### src/rtl/hex_operand_parser.sv
// hex_operand_parser
//   Front end of the hex calculator datapath. Parses ASCII expressions of the
//   form "<hex A>+<hex B>=" (or CR as terminator) arriving from the UART
//   receiver into two DATA_W-bit operands plus carry-in, then offers them to
//   the adder with a valid/ready handshake.
//   Optional feature macro: SUBTRACT_EN -- accept '-' as the operator and
//   present ~B with carry-in 1 so the adder produces A - B.
module hex_operand_parser #(
  parameter int DATA_W     = 32,
  parameter int MAX_DIGITS = DATA_W / 4
) (
  input  logic              clk,
  input  logic              rst,
  input  logic [7:0]        rx_data,
  input  logic              rx_valid,
  output logic [DATA_W-1:0] op_a,
  output logic [DATA_W-1:0] op_b,
  output logic              op_cin,
  output logic              op_valid,
  input  logic              op_ready,
  output logic              err
);

  localparam int CNT_W = $clog2(MAX_DIGITS + 1);
  localparam logic [CNT_W-1:0] CNT_MAX = CNT_W'(MAX_DIGITS);

  localparam logic [7:0] CH_SPACE = 8'h20;
  localparam logic [7:0] CH_PLUS  = 8'h2B;
  localparam logic [7:0] CH_MINUS = 8'h2D;
  localparam logic [7:0] CH_EQ    = 8'h3D;
  localparam logic [7:0] CH_CR    = 8'h0D;

  typedef enum logic [1:0] {
    S_A   = 2'd0,
    S_B   = 2'd1,
    S_OUT = 2'd2
  } state_t;

  state_t            state_q, state_d;
  logic [DATA_W-1:0] a_q, a_d;
  logic [DATA_W-1:0] b_q, b_d;
  logic [CNT_W-1:0]  cnt_q, cnt_d;
  logic              sub_q, sub_d;
  logic              err_q, err_d;

  // Byte classification of the incoming character.
  logic       is_num;
  logic       is_upper;
  logic       is_lower;
  logic       is_digit;
  logic [3:0] nibble;
  logic       is_space;
  logic       is_plus;
  logic       is_minus;
  logic       is_term;

  // Decode the received byte into its hex value and operator classes.
  always_comb begin
    is_num   = (rx_data >= 8'h30) && (rx_data <= 8'h39);
    is_upper = (rx_data >= 8'h41) && (rx_data <= 8'h46);
    is_lower = (rx_data >= 8'h61) && (rx_data <= 8'h66);
    is_digit = is_num || is_upper || is_lower;
    // Letters 'A'/'a' have low nibble 1, so adding 9 maps them onto 10..15.
    nibble   = is_num ? rx_data[3:0] : (rx_data[3:0] + 4'd9);
    is_space = (rx_data == CH_SPACE);
    is_plus  = (rx_data == CH_PLUS);
    is_minus = (rx_data == CH_MINUS);
    is_term  = (rx_data == CH_EQ) || (rx_data == CH_CR);
  end

  // Next-state logic: parse one byte per strobe, hold operands in S_OUT.
  always_comb begin
    state_d = state_q;
    a_d     = a_q;
    b_d     = b_q;
    cnt_d   = cnt_q;
    sub_d   = sub_q;
    err_d   = 1'b0;

    case (state_q)
      S_A: begin
        if (rx_valid) begin
          if (is_space) begin
            // whitespace between tokens is ignored
          end else if (is_digit) begin
            if (cnt_q == CNT_MAX) begin
              err_d = 1'b1;
            end else begin
              a_d   = {a_q[DATA_W-5:0], nibble};
              cnt_d = cnt_q + CNT_W'(1);
            end
          end else if (is_plus) begin
            if (cnt_q != '0) begin
              state_d = S_B;
              cnt_d   = '0;
              sub_d   = 1'b0;
            end else begin
              err_d = 1'b1;
            end
`ifdef SUBTRACT_EN
          end else if (is_minus) begin
            if (cnt_q != '0) begin
              state_d = S_B;
              cnt_d   = '0;
              sub_d   = 1'b1;
            end else begin
              err_d = 1'b1;
            end
`endif
          end else begin
            // terminator before any operator, or an unknown byte
            err_d = 1'b1;
          end
        end
      end

      S_B: begin
        if (rx_valid) begin
          if (is_space) begin
            // whitespace between tokens is ignored
          end else if (is_digit) begin
            if (cnt_q == CNT_MAX) begin
              err_d = 1'b1;
            end else begin
              b_d   = {b_q[DATA_W-5:0], nibble};
              cnt_d = cnt_q + CNT_W'(1);
            end
          end else if (is_term) begin
            if (cnt_q != '0) begin
              state_d = S_OUT;
            end else begin
              err_d = 1'b1;
            end
          end else begin
            // a second operator, or an unknown byte
            err_d = 1'b1;
          end
        end
      end

      S_OUT: begin
        // Bytes arriving here are dropped; only the handshake moves us on.
        if (op_ready) begin
          state_d = S_A;
          a_d     = '0;
          b_d     = '0;
          cnt_d   = '0;
          sub_d   = 1'b0;
        end
      end

      default: begin
        state_d = S_A;
        a_d     = '0;
        b_d     = '0;
        cnt_d   = '0;
        sub_d   = 1'b0;
      end
    endcase

    // Any parse error abandons the expression completely.
    if (err_d) begin
      state_d = S_A;
      a_d     = '0;
      b_d     = '0;
      cnt_d   = '0;
      sub_d   = 1'b0;
    end
  end

  // State and datapath registers; reset clears everything at once.
  always_ff @(posedge clk or posedge rst) begin
    if (rst) begin
      state_q <= S_A;
      a_q     <= '0;
      b_q     <= '0;
      cnt_q   <= '0;
      sub_q   <= 1'b0;
      err_q   <= 1'b0;
    end else begin
      state_q <= state_d;
      a_q     <= a_d;
      b_q     <= b_d;
      cnt_q   <= cnt_d;
      sub_q   <= sub_d;
      err_q   <= err_d;
    end
  end

  // Outputs are driven straight from registers; inversion only while offering.
  always_comb begin
    op_valid = (state_q == S_OUT);
    op_a     = a_q;
    op_b     = (op_valid && sub_q) ? ~b_q : b_q;
`ifdef SUBTRACT_EN
    op_cin   = op_valid && sub_q;
`else
    op_cin   = 1'b0;
`endif
    err      = err_q;
  end

endmodule

### config.mk
export PLATFORM = sky130hd
export DESIGN_NAME = hex_operand_parser
export DESIGN_NICKNAME = d
export VERILOG_FILES = /design/src/rtl/hex_operand_parser.sv
export SDC_FILE = /design/constraint.sdc
export NUM_CORES = 1
export LEC_CHECK = 0
export BUFFER_PORTS_ARGS = -buffer_cell sky130_fd_sc_hd__clkbuf_2
export CAP_MARGIN = 10
export CORE_MARGIN = 4
export CORE_UTILIZATION = 50
export DETAILED_ROUTE_END_ITERATION = 10
export MAX_ROUTING_LAYER = met4
export PLACE_DENSITY = 0.76
export SYNTH_ARGS = -nofsm -noshare
export SYNTH_HDL_FRONTEND = slang
export SYNTH_SLANG_ARGS = --single-unit
### constraint.sdc
create_clock -name clk -period 3.5 [get_ports clk]
set_clock_uncertainty 0.15 [all_clocks]
set_input_delay 0.875 -clock clk [delete_from_list [all_inputs] [get_ports clk]]
set_output_delay 0.875 -clock clk [all_outputs]
set_load 0.01 [all_outputs]
# After elaboration in Yosys (flattened, before gate mapping)
# Cells that the tools add are included.
[word_totals]
input_bits = 12
out_inout_bits = 67
elab_cells = 114
reg_bits = 72
[classes]
magnitude_cmp = 6
n_bitwise = 1
n_addsub = 2
n_mux = 59
n_eq_ne = 26
reduce_logical = 14
[op_table]
columns = ["cell", "n"]
rows = [
  ["$mux 32", 12],
  ["$pmux 32 s3", 2],
  ["$mux 4", 12],
  ["$ne 3x3->1 const B", 14],
  ["$not 32->32", 1],
  ["$eq 8x6->1 const B", 3],
  ["$mux 2", 12],
  ["$mux 1", 17],
  ["$ge 8x7->1 const B", 2],
  ["$le 8x7->1 const B", 2],
  ["$pmux 4 s3", 1],
  ["$reduce_and 6->1", 2],
  ["$reduce_and 11->1", 1],
  ["$eq 8x4->1 const B", 1],
  ["$ge 8x6->1 const B", 1],
  ["$le 8x6->1 const B", 1],
  ["$ne 4x4->1 const B", 2],
  ["$reduce_and 8->1", 1],
  ["$reduce_and 7->1", 1],
  ["$pmux 2 s3", 1],
  ["$add 4x1->4 const B", 1],
  ["$add 4x4->4 const B", 1],
  ["$eq 4x4->1 const B", 1],
  ["$logic_and 1x1->1", 4],
  ["other kinds (9)", 12],
]

# Longest topological paths before layout
[depth]
word_depth = 10
depth_mapped = 9
ltp_nobuf = 8

# Worst setup path before layout
# OpenSTA, ideal clock, no wires.
[synth_timing]
kind = "input -> register"
from = "in rx_data[2]"
to = "reg cnt_q[0]"
required_time_ps = 3286
path_stages = 6
setup_slack_ps = 776
t_arrival_ps = 2510
n_path_buf = 0
cell_sequence = "or3_4 -> or4_1 -> a21o_1 -> a221oi_4 -> nor3b_2 -> a21o_1"
[synth_between]
elab_chain_len = 10
word_cells_on_any_way = 39
classes_between = "6 x order compare; 12 x eq/ne; 14 x mux; 7 x reduce/logical"
[synth_rtl]
columns = ["item", "line", "text"]
rows = [
  ["from (decl)", "14", "input logic [7:0] rx_data,"],
  ["$ge 8x6->1 (tied with other cells)", "59", "is_num = (rx_data >= 8'h30) && (rx_data <= 8'h39);"],
  ["$logic_and 1x1->1 (on tied branches)", "59, 60", ""],
  ["$logic_or 1x1->1 (2 in series)", "62", "is_digit = is_num || is_upper || is_lower;"],
  ["$mux 1 (on tied branches)", "121, 85", ""],
  ["$mux 1 (on tied branches)", "119, 83", ""],
  ["$mux 1 (on tied branches)", "118, 82", ""],
  ["$pmux 1 s2", "80", "case (state_q)"],
  ["$ne 4x4->1 (no source line) (tied with other cells)", "--", ""],
  ["$reduce_and 8->1 (no source line)", "--", ""],
  ["to (signal assigned)", "184", "cnt_q <= cnt_d;"],
  ["to (decl)", "42", "logic [CNT_W-1:0] cnt_q, cnt_d;"],
]
# Parallel ways exist; a longest one is shown, timed or not. The select of a mux whose other input is x is not followed.
# A chain may end at the register's enable or synchronous reset.

# Worst setup path in the final report
[layout_timing]
from = "in rx_data[1]"
to = "reg a_q[17], in the netlist op_a[17]"
[layout_between]
elab_chain_len = 10
word_cells_on_any_way = 33
classes_between = "6 x order compare; 10 x eq/ne; 10 x mux; 7 x reduce/logical"
[layout_rtl]
columns = ["item", "line", "text"]
rows = [
  ["$ge 8x6->1 (tied with other cells)", "59", ""],
  ["$logic_and 1x1->1 (on tied branches)", "59, 60", ""],
  ["$logic_or 1x1->1 (2 in series)", "62", ""],
  ["$mux 1 (on tied branches)", "121, 85", ""],
  ["$mux 1 (on tied branches)", "119, 83", ""],
  ["$mux 1 (on tied branches)", "118, 82", ""],
  ["$pmux 1 s2", "80", ""],
  ["$ne 3x3->1 (no source line) (tied with other cells)", "--", ""],
  ["$reduce_and 6->1 (no source line)", "--", ""],
  ["to (signal assigned)", "175", "a_q <= '0;"],
  ["to (signal assigned)", "182", "a_q <= a_d;"],
  ["to (decl)", "40", "logic [DATA_W-1:0] a_q, a_d;"],
]
# Parallel ways exist; a longest one is shown, timed or not.

==> key figures <==
Clocking
  • CTS tree: done
  • Clock sink count: 71
  • Clk root buf: clkbuf_8
  • Setup Buffers After CTS: 0
  • Max Root-Sink Buffers: 2
  • Clk slew on worst S/H paths: 0.07 ns
  • H-tree levels: 3
  • Post-CTS Resized: 0
  • CTS Hold Bufs: 0
  • Total CTS buffers: 9
  • Worst-Skew Late Latency: 0.33 ns

Timing
  • Max Fclk: 361.3 MHz
  • Final Cycle Share: 0.7908
  • Crit path time final: 2.768 ns
  • Final setup viols: 0
  • Hold Fails Final Rpt: 0
  • Total Neg Setup Slack: 0 ns
  • Setup WS post-layout: 0.7323 ns
  • Worst slew margin: 0.5131
  • Worst-margin pin slew: 0.7293 ns
  • RSZ-0062 raised after global routing: no
  • Max Slew Vio Count: 0

Critical path
  • Critical path peak fanout: 25
  • Crit-path cells: clkbuf_2 > inv_1 > ha_1 > o21bai_2 > a21oi_1 > a31oi_1 > a21o_1 > o21ai_2 > buf_8 > a22o_1
  • Crit start category: primary input
  • Slowest Stage Delay on Critical Path: 0.42 ns
  • Slowest stage cell on the critical path: a31oi_1
  • Top delay family on crit path: compound AO/OA/AOI/OAI gates
  • R2R depth: 6
  • Kind of critical path: primary input to flop
  • Buffers plus inverters on the worst setup path: 3
  • Crit. End Element: flop
  • Worst path required time: 3.57 ns
  • WP data arrival: 2.84 ns
  • WP depth: 10

Finish
  • Most frequent cells in the layout: clkbuf_2 (77), dfrtp_1 (71), a22o_1 (61), nand2_1 (12), clkbuf_8 (10)
  • Post-route cell area: 0.003785 mm^2
  • Core Util, Final: 0.6355
  • Layout net count: 346
  • Area delta synth->final: 23.07%
  • Antenna cells: 0
  • Most common library cell in the layout ignoring fill and taps: clkbuf_2
  • Layout cells sized above 1: 0.3393

Placement
  • Post-DP HPWL: 4651 um
  • Worst slack, placed: 0.2732 ns
  • Number of port buffers: 77
  • Area post-placement: 0.003547 mm^2
  • GPL Wtd Cong: 0.8869

Synthesis
  • Post-Synth Simple-Gate Area: 0.09317
  • Largest family of logic cells by synthesized area: compound AO/OA/AOI/OAI gates
  • Leading area contributor after synthesis: dfrtp_1
  • Yosys warning count: 0
  • Synthesis-stage register bit count: 71
  • Number of library cell types mapped by synthesis: 45
  • Compound-Gate Fraction of Synth Area: 0.2579
  • Synth Area in XOR/XNOR: 0.01139
  • Syn Inst Count: 249
  • Synth Area in Adders: 0.02441
  • Post-synthesis mux area share: 0.003255
  • Largest cells by area after synthesis: dfrtp_1 (58%), a22o_1 (17%), ha_1 (2.4%)
  • Post-synthesis net count: 267
  • Mapped Area: 0.003075 mm^2
  • Seq/Total Area, Yosys: 0.5777
  • Top-area cell type share of the netlist area: 0.5777
  • Syn Area/Cell: 12.35 um^2

Global route
  • GR Overflow Total: 0
  • Largest net degree at the start of global routing: 38
  • Global-route usage over all layers: 0.1865
  • First-pass GRT wire length: 10810 um
  • Initial antenna violation count: 0
  • Vias in the first global route: 2147

Min path
  • Worst Hold Class: flop to flop
  • Worst hold stages: 1

Floorplan
  • Row count: 28
  • DIE AREA: 0.007469 mm^2
  • Die width: 86.43 um
  • Core Area: 0.005956 mm^2
  • Die H: 86.43 um
  • Initial Util: 0.5164
  • Ports: 79

Power and ir drop
  • Total Power: 1.677 mW
  • Worst vdd ir: 0.0002998 V
  • Pwr Density: 443.2 mW/mm^2
  • Leakage: 1.969 nW

Detailed routing
  • Total wire length: 6542 um
  • Detailed Route Iter0 Violations: 165
  • Vias/cell: 5.745
  • # DRC: 0
  • Avg WL per Cell: 16.03 um
  • Number of routed nets with antenna violations: 0
  • DR pass1 iterations: 4
  • DR vias: 2344

Run
  • Maxcap violations: 0

Run status
  • Status: complete, no violations
[where the power goes]
group          total [mW]  switching, mW  internal (mW)  leakage [nW]
clock network       0.717          0.295          0.421         0.110
logic               0.129         0.0869         0.0420         0.870
registers           0.832        0.00666          0.825         0.989
[synth_stat cells (all sizes together)]
library cell   n
a31o           2
nor2           7
xnor2          3
nand2         12
a21oi          5
a221oi         1
conb           1
clkbuf         6
a22o          61
nor3b          3
nor2b          4
or3            1
mux2i          1
o31ai          1
a21o           4
ha             6
dfrtp         71
and3b          1
nand4b         2
xor2           1
nand2b         6
o21ai          8
o21ba          1
or3b           1
a32oi          1
inv            8
nand4          2
a2bb2oi        1
nand3b         2
or2            2
o2bb2ai        4
nor3           1
o21bai         2
buf            8
nand3          5
a21bo          1
a31oi          2
or4            1
[state kept, by name, summed over array words and instances (netlist names)]
register,count
b_q,32
cnt_q,4
err,1
op_a,32
state_q,2
[worst register-to-register path, cell delays in order, from the launching register on]
cell      delay (ns)
dfrtp_1         0.65
nor2b_1         0.16
or4_1           0.54
a21o_1          0.23
a221oi_4        0.34
nor3b_2         0.22
a21o_1          0.10
[final cells by class]
type	count	area, um^2
well taps	75	93.84
flip-flops and latches	71	1777
inverters	8	30.03
clock inverters	5	81.33
fillers	498	2171
multi-input cells	156	1219
repair buffers	82	442.9
clock buffers	11	141.4
[logic make-up after synthesis]
logic type / Yosys count
adder cells (fa/ha/maj): 6
flip-flops: 71
multiplexers: 1
buffers and inverters: 22
AND/OR/NAND/NOR: 50
AO/OA/AOI/OAI: 94
other: 1
XOR/XNOR: 4
[through the flow]
step,std cells,hold WS (ns)
final,408,0.3510
after global routing,408,0.3681
after CTS,407,0.3559
after detailed placement,391,0.3400
after global placement,391,0.3320
after floorplan,249,0.3533
[layer usage]
metal  share of wire  vias up  global-route usage
met5               0        -                   -
met4           0.011        0             0.05241
met3           0.061        9             0.04373
met2            0.48       66              0.2726
met1            0.45     1177              0.2626
li1                -     1092                   -
[final timing paths]
| check | startpoint | to | slack [ns] |
|---|---|---|---|
| min in group asynchronous | rst | op_a[30]$_DFFE_PP0P_ | 0.50 |
| worst max register to register | state_q[1]$_DFFE_PP0P_ | cnt_q[0]$_DFFE_PP0P_ | 1.06 |
| worst min register to register | b_q[30]$_DFFE_PP0P_ | b_q[30]$_DFFE_PP0P_ | 0.35 |
| worst max-delay path | rx_data[1] | op_a[17]$_DFFE_PP0P_ | 0.73 |
| max in group asynchronous | rst | cnt_q[2]$_DFFE_PP0P_ | 2.07 |
| worst min-delay path | b_q[30]$_DFFE_PP0P_ | b_q[30]$_DFFE_PP0P_ | 0.35 |
(Power assumes the default switching activity.)
